--- config.mk ---
export PLATFORM = sky130hd
export DESIGN_NAME = hilo_muldiv_unit_flat
export DESIGN_NICKNAME = d
export VERILOG_FILES = /design/src/rtl/hilo_muldiv_unit_if.sv /design/src/rtl/hilo_muldiv_unit.sv /design/src/flat_wrapper.sv
export SDC_FILE = /design/constraint.sdc
export NUM_CORES = 2
export LEC_CHECK = 0
export ABC_AREA = 1
export BUFFER_PORTS_ARGS = -buffer_cell sky130_fd_sc_hd__buf_2
export CORE_ASPECT_RATIO = 2
export CORE_MARGIN = 5
export CORE_UTILIZATION = 35
export CTS_BUF_LIST = sky130_fd_sc_hd__clkbuf_4 sky130_fd_sc_hd__clkbuf_8
export DETAILED_ROUTE_END_ITERATION = 12
export PLACE_DENSITY = 0.61
export SYNTH_ARGS = -nofsm -noshare
export SYNTH_HDL_FRONTEND = slang
export SYNTH_SLANG_ARGS = --single-unit
--- constraint.sdc ---
create_clock -name clk -period 10.69 [get_ports clk]
set_input_delay 2.138 -clock clk [delete_from_list [all_inputs] [get_ports clk]]
set_output_delay 2.138 -clock clk [all_outputs]
set_load 0.005 [all_outputs]
--- src/rtl/hilo_muldiv_unit_if.sv ---
// HI/LO multiply/divide issue and write-back bundle.
// EX drives the issue side; the unit drives the write pulse and stall.
interface hilo_muldiv_unit_if;
  logic        start;
  logic [2:0]  op;
  logic [31:0] src_a;
  logic [31:0] src_b;
  logic        flush;
  logic        busy;
  logic        rhl_wr;
  logic [1:0]  rhl_sel_wr;
  logic [31:0] hi_out;
  logic [31:0] lo_out;

  modport master (
    output start, op, src_a, src_b, flush,
    input  busy, rhl_wr, rhl_sel_wr,
    input  hi_out, lo_out
  );

  modport slave (
    input  start, op, src_a, src_b, flush,
    output busy, rhl_wr, rhl_sel_wr,
    output hi_out, lo_out
  );
endinterface

--- src/rtl/hilo_muldiv_unit.sv ---
// HI/LO writer: MULT/MULTU/DIV/DIVU/MTHI/MTLO with busy stall.
// MULDIV_DIVZERO_FAST_EN: divide by zero completes in one cycle.
module hilo_muldiv_unit #(
  parameter int unsigned MUL_LAT = 2
) (
  input logic               clk,
  input logic               rst,
  hilo_muldiv_unit_if.slave bus
);

  localparam logic [2:0] S_IDLE = 3'd0;
  localparam logic [2:0] S_MUL  = 3'd1;
  localparam logic [2:0] S_DIV  = 3'd2;
  localparam logic [2:0] S_FIX  = 3'd3;
  localparam logic [2:0] S_DONE = 3'd4;

  localparam logic [2:0] OP_MULT  = 3'b000;
  localparam logic [2:0] OP_MULTU = 3'b001;
  localparam logic [2:0] OP_DIV   = 3'b010;
  localparam logic [2:0] OP_DIVU  = 3'b011;
  localparam logic [2:0] OP_MTHI  = 3'b100;
  localparam logic [2:0] OP_MTLO  = 3'b101;

  logic [2:0]  state_q, state_d;
  logic [4:0]  cnt_q, cnt_d;
  logic [31:0] a_q, a_d;
  logic [31:0] b_q, b_d;
  logic [31:0] quo_q, quo_d;
  logic [31:0] rem_q, rem_d;
  logic        sgn_q, sgn_d;
  logic        negq_q, negq_d;
  logic        negr_q, negr_d;
  logic        wr_q, wr_d;
  logic [1:0]  sel_q, sel_d;
  logic [31:0] hi_q, hi_d;
  logic [31:0] lo_q, lo_d;

  logic signed [32:0] ma, mb;
  logic signed [63:0] prod;
  logic [33:0]        trial;
  logic               sgn_in;
  logic               nega, negb;

  assign ma = {sgn_q & a_q[31], a_q};
  assign mb = {sgn_q & b_q[31], b_q};
  assign prod = ma * mb;

  // Bit 33 is the borrow: set when the divisor does not fit.
  assign trial = {1'b0, rem_q, quo_q[31]} - {2'b00, b_q};

  assign sgn_in = ~bus.op[0];
  assign nega   = sgn_in & bus.src_a[31];
  assign negb   = sgn_in & bus.src_b[31];

  always_comb begin
    state_d = state_q;
    cnt_d   = cnt_q;
    a_d     = a_q;
    b_d     = b_q;
    quo_d   = quo_q;
    rem_d   = rem_q;
    sgn_d   = sgn_q;
    negq_d  = negq_q;
    negr_d  = negr_q;
    wr_d    = 1'b0;
    sel_d   = sel_q;
    hi_d    = hi_q;
    lo_d    = lo_q;
    unique case (state_q)
      S_IDLE: begin
        if (bus.start && !bus.flush) begin
          case (bus.op)
            OP_MULT, OP_MULTU: begin
              a_d     = bus.src_a;
              b_d     = bus.src_b;
              sgn_d   = sgn_in;
              cnt_d   = 5'(MUL_LAT - 1);
              state_d = S_MUL;
            end
            OP_DIV, OP_DIVU: begin
`ifdef MULDIV_DIVZERO_FAST_EN
              if (bus.src_b == 32'd0) begin
                state_d = S_DONE;
                wr_d    = 1'b1;
                sel_d   = 2'b10;
                hi_d    = bus.src_a;
                lo_d    = 32'hFFFF_FFFF;
              end else begin
`else
              begin
`endif
                quo_d   = nega ? -bus.src_a : bus.src_a;
                b_d     = negb ? -bus.src_b : bus.src_b;
                rem_d   = 32'd0;
                negq_d  = nega ^ negb;
                negr_d  = nega;
                cnt_d   = 5'd31;
                state_d = S_DIV;
              end
            end
            OP_MTHI: begin
              state_d = S_DONE;
              wr_d    = 1'b1;
              sel_d   = 2'b01;
              hi_d    = bus.src_a;
              lo_d    = 32'd0;
            end
            OP_MTLO: begin
              state_d = S_DONE;
              wr_d    = 1'b1;
              sel_d   = 2'b00;
              hi_d    = 32'd0;
              lo_d    = bus.src_a;
            end
            default: ;
          endcase
        end
      end
      S_MUL: begin
        if (cnt_q == 5'd0) begin
          state_d = S_DONE;
          wr_d    = 1'b1;
          sel_d   = 2'b10;
          hi_d    = prod[63:32];
          lo_d    = prod[31:0];
        end else begin
          cnt_d = cnt_q - 5'd1;
        end
      end
      S_DIV: begin
        if (trial[33]) begin
          rem_d = {rem_q[30:0], quo_q[31]};
          quo_d = {quo_q[30:0], 1'b0};
        end else begin
          rem_d = trial[31:0];
          quo_d = {quo_q[30:0], 1'b1};
        end
        if (cnt_q == 5'd0) state_d = S_FIX;
        else cnt_d = cnt_q - 5'd1;
      end
      S_FIX: begin
        state_d = S_DONE;
        wr_d    = 1'b1;
        sel_d   = 2'b10;
        lo_d    = negq_q ? -quo_q : quo_q;
        hi_d    = negr_q ? -rem_q : rem_q;
      end
      S_DONE: state_d = S_IDLE;
      default: state_d = S_IDLE;
    endcase
    // Flush aborts whatever is in flight and cancels any pending write.
    if (bus.flush && state_q != S_IDLE) begin
      state_d = S_IDLE;
      wr_d    = 1'b0;
      sel_d   = sel_q;
      hi_d    = hi_q;
      lo_d    = lo_q;
    end
  end

  always_ff @(posedge clk or posedge rst) begin
    if (rst) begin
      state_q <= S_IDLE;
      cnt_q   <= 5'd0;
      a_q     <= 32'd0;
      b_q     <= 32'd0;
      quo_q   <= 32'd0;
      rem_q   <= 32'd0;
      sgn_q   <= 1'b0;
      negq_q  <= 1'b0;
      negr_q  <= 1'b0;
      wr_q    <= 1'b0;
      sel_q   <= 2'b00;
      hi_q    <= 32'd0;
      lo_q    <= 32'd0;
    end else begin
      state_q <= state_d;
      cnt_q   <= cnt_d;
      a_q     <= a_d;
      b_q     <= b_d;
      quo_q   <= quo_d;
      rem_q   <= rem_d;
      sgn_q   <= sgn_d;
      negq_q  <= negq_d;
      negr_q  <= negr_d;
      wr_q    <= wr_d;
      sel_q   <= sel_d;
      hi_q    <= hi_d;
      lo_q    <= lo_d;
    end
  end

  assign bus.busy = (state_q != S_IDLE) && (state_q != S_DONE);
  // A flush landing in the DONE cycle must still kill the pulse.
  assign bus.rhl_wr     = wr_q & ~bus.flush;
  assign bus.rhl_sel_wr = sel_q;
  assign bus.hi_out     = hi_q;
  assign bus.lo_out     = lo_q;

endmodule

--- src/flat_wrapper.sv ---
// flat-port wrapper written by rule: the top's interface ports become plain ports
module hilo_muldiv_unit_flat 
#(
  parameter int unsigned MUL_LAT = 2
)
  (clk, rst, bus_start, bus_op, bus_src_a, bus_src_b, bus_flush, bus_busy, bus_rhl_wr, bus_rhl_sel_wr, bus_hi_out, bus_lo_out);
  hilo_muldiv_unit_if bus_i ();
  input logic clk;
  input logic rst;
  input wire logic [$bits(bus_i.start)-1:0] bus_start;
  input wire logic [$bits(bus_i.op)-1:0] bus_op;
  input wire logic [$bits(bus_i.src_a)-1:0] bus_src_a;
  input wire logic [$bits(bus_i.src_b)-1:0] bus_src_b;
  input wire logic [$bits(bus_i.flush)-1:0] bus_flush;
  output wire logic [$bits(bus_i.busy)-1:0] bus_busy;
  output wire logic [$bits(bus_i.rhl_wr)-1:0] bus_rhl_wr;
  output wire logic [$bits(bus_i.rhl_sel_wr)-1:0] bus_rhl_sel_wr;
  output wire logic [$bits(bus_i.hi_out)-1:0] bus_hi_out;
  output wire logic [$bits(bus_i.lo_out)-1:0] bus_lo_out;
  assign bus_i.start = bus_start;
  assign bus_i.op = bus_op;
  assign bus_i.src_a = bus_src_a;
  assign bus_i.src_b = bus_src_b;
  assign bus_i.flush = bus_flush;
  assign bus_busy = bus_i.busy;
  assign bus_rhl_wr = bus_i.rhl_wr;
  assign bus_rhl_sel_wr = bus_i.rhl_sel_wr;
  assign bus_hi_out = bus_i.hi_out;
  assign bus_lo_out = bus_i.lo_out;
  hilo_muldiv_unit #(.MUL_LAT(MUL_LAT)) u_core (.clk(clk), .rst(rst), .bus(bus_i));
endmodule
After elaboration in Yosys (flattened, before gate mapping)
Index checks and enable logic that the tools add are counted.

Flip-flop bits (word level): 206. Input bits: 71.

$add $sub $neg: 6. Multipliers: 1. Equality and inequality tests: 19. Muxes and demuxes: 40. Bitwise operators: 9. Reduce and logical (&&, ||, !) cells: 23.

Operators by type and width (count): two-way mux 32 bit (13); one-hot mux 32 bit (2 select lines) (5); one-hot mux 32 bit (3 select lines) (2); negator 32 bit (4); multiplier 33 x 33 -> 64 bit (1); subtractor 33 x 32 -> 34 bit (1); one-hot mux 5 bit (2 select lines) (2); == test 3 x 2 -> 1 bit, second input constant (4); two-way mux 3 bit (4); one-hot mux 3 bit (4 select lines) (1); AND reduction 3 bit (4); two-way mux 5 bit (2); inequality test 3 x 1 -> 1 bit, second input constant (3); inequality test 3 bit, second input constant (3); one-hot mux 3 bit (3 select lines) (1); AND reduction 4 bit (2); OR reduction 2 bit (4); == test 3 x 1 -> 1 bit, second input constant (2); == test 3 bit, second input constant (2); zero test 3 bit (2); one-hot mux 2 bit (3 select lines) (1); nonzero test 2 bit (3); nonzero test 3 bit (2); bitwise AND 1 bit (5); 14 further kinds (25).

Logic depth before layout (Yosys ltp)
Depth after elaboration: 6. Depth in mapped cells: 36. Mapped depth without buffers: 34.

Worst setup path before layout
No wires, ideal clock.

Kind: reg2reg. Start: reg u_core.a_q[31]. End: reg u_core.hi_q[31], in the netlist u_core.bus.hi_out[31]. Library setup time: 0.121 ns. Arrival time: 7.385 ns. Data required time: 10.569 ns. Slack: 3.184 ns. Stages on the path, launching flop included: 28. Buffers on the path: 3. Cell sequence: dfrtp_1 -> clkbuf_1 -> nand2_1 -> clkbuf_1 -> buf_1 -> nor2_1 -> fa_1 -> inv_1 -> fa_1 -> inv_1 -> fa_1 -> inv_1 -> fa_1 -> fa_1 -> fa_1 -> fa_1 -> fa_1 -> inv_1 -> ha_1 -> nand2_1 -> nor2_1 -> nand2_1 -> nor4_1 -> nand2_1 -> nand2_1 -> nand2_1 -> nand3_1 -> a21oi_1.

Cells in the longest elaborated chain, start to end: 4.

Ends and longest elaborated chain: from (decl) (line hilo_muldiv_unit.sv:26) `logic [31:0] a_q, a_d;`; from (signal assigned) (line hilo_muldiv_unit.sv:165) `a_q <= 32'd0;`; from (signal assigned) (line hilo_muldiv_unit.sv:179) `a_q <= a_d;`; bitwise AND 1 bit (line hilo_muldiv_unit.sv:44) `assign ma = {sgn_q & a_q[31], a_q};`; multiplier 33 x 33 -> 64 bit * (line hilo_muldiv_unit.sv:46) `assign prod = ma * mb;`; two-way mux 32 bit * (line hilo_muldiv_unit.sv:120) `if (cnt_q == 5'd0) begin`; one-hot mux 32 bit (3 select lines) * (line hilo_muldiv_unit.sv:69) `unique case (state_q)`; to (signal assigned) (line hilo_muldiv_unit.sv:188) `hi_q <= hi_d;`; to (decl) (line hilo_muldiv_unit.sv:35) `logic [31:0] hi_q, hi_d;`.

Mark *: on every way between the ends. The rest lies on a longest branch, timed or not. The select of a mux whose other input is x is not followed. A chain may end at the register's enable or synchronous reset.

Worst setup path after layout
Start: reg u_core.a_q[11]. End: reg u_core.lo_q[30], in the netlist u_core.bus.lo_out[30].

Cells in the longest elaborated chain, start to end: 3.

Ends and longest elaborated chain: multiplier 33 x 33 -> 64 bit (line hilo_muldiv_unit.sv:46); two-way mux 32 bit (line hilo_muldiv_unit.sv:120); one-hot mux 32 bit (3 select lines) (line hilo_muldiv_unit.sv:69); to (signal assigned) (line hilo_muldiv_unit.sv:189) `lo_q <= lo_d;`; to (decl) (line hilo_muldiv_unit.sv:36) `logic [31:0] lo_q, lo_d;`.

Every way passes these cells. The select of a mux whose other input is x is not followed.

==> run metrics <==
status finished, final reports clean; flops & latches, synth 206; fin crit share 84.9%; arrival time worst endpoint 9.64 ns; H-Tree Depth 2; Post-Place Cells 9,399; unrepaired setup endpoints after global routing no; total number of vias 48,265; antenna violations before repair 3; main flop type after synthesis dfrtp_1; Seq/Total Area, Yosys 9.32%; Max Root-Sink Buffers 3; max-slew violation count 0; Final min period 9.08 ns; Layout fillers 16,643; asr flop ratio synth 100%; Slew Limit Headroom 16.7%; largest net degree at the start of global routing 81; clock-pin slew on the worst setup and hold paths 0.09 ns; Die Area 0.167 mm²; Post-synth EDFFs 0; worst r2r dst u_core.bus.lo_out[30]$_DFFE_PP0P_; Post-CTS Resized 0; Max Freq 110 MHz; worst-margin pin slew 1.24 ns; maxcap violations 0; GPL Wtd Cong 1.05; Crit. Startpoint u_core.a_q[11]$_DFFE_PP0P_; Rows 206; final setup vio count 0; Critical Path End Type register; CTS Buf Count 36; placed inst area 0.0579 mm²; setup TNS 0 ns; 1st-iter DRT viols 2,912; Finished Cell Area 0.0587 mm²; post-CTS setup buffers 0; vias per cell 5.10; Residual DRC 0; CTS tree yes; Syn Nets 8,894; clock insertion delay at the later pin of the skew report 0.67 ns; count of cell types in the netlist 57; Worst Skew 0.0815 ns; initial core utilization 35.1%; Mean Syn Cell Area 7.43 µm²; worst-path maximum fanout 20; Core Region 0.157 mm²; vias in the first global route 52,683; end of the critical path u_core.bus.lo_out[30]$_DFFE_PP0P_; Hold Buf Count CTS 0; Final Non-Filler Cells 9,467; data required time at the worst endpoint 11.25 ns; I/O pins 139; first-pass GRT wire length 315,000 µm; Buffers on Ports 138; routed len/inst 22.2 µm; worst hold-check path type reg2reg; startpoint types register; top-area cell type share of the netlist area 40.7%; detailed-router iteration count before antenna repair 6; antenna viol nets, final 0; endpoints failing hold 0; Layout Area Growth over Synthesis 6.05%; Final Util 37.3%; layout net count 8,804; Die Width 291 µm; most common cell in the netlist nand2_1; Synth area leader fa_1; Mapped Area 0.0553 mm²; final wirelength 210,000 µm; CTS Root Cell clkbuf_8; RR Startpoint u_core.a_q[11]$_DFFE_PP0P_; GRT overflow 0; flop2flop setup slack 1.61 ns; ratio of cells with drive above 1 in the final layout 5.31%; reg2reg path depth 26; DPL Wire Length 179,000 µm; Syn Inst Count 7,447; YS warnings 0; type of the worst setup path reg2reg; Area contributors post-synth fa_1 (41%), nand2_1 (13%), inv_1 (13%); overall routing resource usage 25.0%; commonest cells in the netlist nand2_1 (1,939), inv_1 (1,934), fa_1 (1,126), nor2_1 (454), clkbuf_1 (303); die height 572 µm; Clock Sinks 206
==> placed cells by master (no fill, tap or decap), types with 22 or more instances in the layout <==
master    netlist  layout
fa_1         1126    1126
buf_2          30     138
nand4_1        45      45
a21oi_1       236     236
buf_4           5      83
xor2_1         55      55
nand3_1       267     267
nand2_1      1939    1938
inv_1        1934    1933
ha_1          250     250
xnor2_1        22      22
nor3_1         30      29
a31oi_1        24      24
nor2_1        454     453
clkbuf_8        0      43
o21ai_1        50      50
o21ai_0       253     253
dfrtp_1       206     187
==> state kept, by name, summed over array words and instances, names as in the netlist <==
register and flops:
u_core.a_q 32, u_core.b_q 32, u_core.bus.hi_out 32, u_core.bus.lo_out 32, u_core.quo_q 32, u_core.rem_q 32
u_core.cnt_q 5, u_core.state_q 3, u_core.bus.rhl_sel_wr 2, u_core.negq_q 1, u_core.negr_q 1, u_core.sgn_q 1
u_core.wr_q 1
==> cell families after synthesis <==
| family | after synthesis | share of synthesized area, % |
|---|---|---|
| compound gates | 661 | 6.58 |
| simple gates | 2820 | 20.6 |
| flops | 206 | 9.32 |
| buf+inv | 2302 | 15.8 |
| xor+xnor | 77 | 1.22 |
| mux | 5 | 0.102 |
| fa+ha+maj | 1376 | 46.4 |
==> per-stage QoR <==
stage	setup WS (ns)	hold WS (ns)
after floorplan	2.93	0.449
after global placement	1.84	0.464
after detailed placement	1.82	0.475
after CTS	1.75	0.491
after global routing	1.46	0.514
final	1.61	0.489
==> per-layer routing <==
metal,up-vias,track usage [%],part of all wire [%]
li1,21457,-,-
met2,1895,48.6,54
met5,-,0,0.020
met3,869,2.49,4.4
met4,2,21.2,11
met1,24042,23.0,30
==> worst max-delay path, stage by stage (launching register included) <==
cell and delay, ns:
dfrtp_1 0.96, buf_4 0.42, nand2_1 0.14, fa_1 0.59
inv_1 0.06, fa_1 0.53, inv_1 0.05, fa_1 0.48
fa_1 0.62, fa_1 0.43, inv_1 0.10, fa_1 0.44
fa_1 0.49, inv_1 0.05, fa_1 0.48, inv_1 0.04
ha_1 0.39, nand2_1 0.15, nor2_1 0.42, inv_1 0.07
o21ai_0 0.38, inv_1 0.10, nand3_1 0.31, o21ai_0 0.13
a21oi_1 0.83, nor2_1 0.14, nor2_1 0.14
==> worst min path at each step <==
stage,to,startpoint,slack (ns),depth (start not counted)
floorplan,u_core.rem_q[31]$_DFFE_PP0P_,u_core.rem_q[31]$_DFFE_PP0P_,0.45,2
global placement,u_core.rem_q[31]$_DFFE_PP0P_,u_core.rem_q[31]$_DFFE_PP0P_,0.46,2
detailed placement,u_core.a_q[20]$_DFFE_PP0P_,u_core.a_q[20]$_DFFE_PP0P_,0.48,2
CTS,u_core.a_q[20]$_DFFE_PP0P_,u_core.a_q[20]$_DFFE_PP0P_,0.49,2
global route,u_core.a_q[24]$_DFFE_PP0P_,u_core.a_q[24]$_DFFE_PP0P_,0.51,2
finish,u_core.a_q[20]$_DFFE_PP0P_,u_core.a_q[20]$_DFFE_PP0P_,0.49,2
==> cell type report <==
| class | count | area, µm² | share of cell area [%] |
|---|---|---|---|
| repair buffers | 222 | 1330 | 2.27 |
| clock inverters | 11 | 96.3 | 0.164 |
| clock buffers | 55 | 682 | 1.16 |
| inverters | 1952 | 7330 | 12.5 |
| diodes | 2 | 5.00 | 0.00853 |
| flip-flops and latches | 206 | 5180 | 8.83 |
| multi-input cells | 4939 | 41400 | 70.6 |
| well taps | 2080 | 2600 | 4.44 |
Power is left out: the tool's default activity adds up to more than one toggle a clock period on the data nets, which glitch-free logic cannot reach.
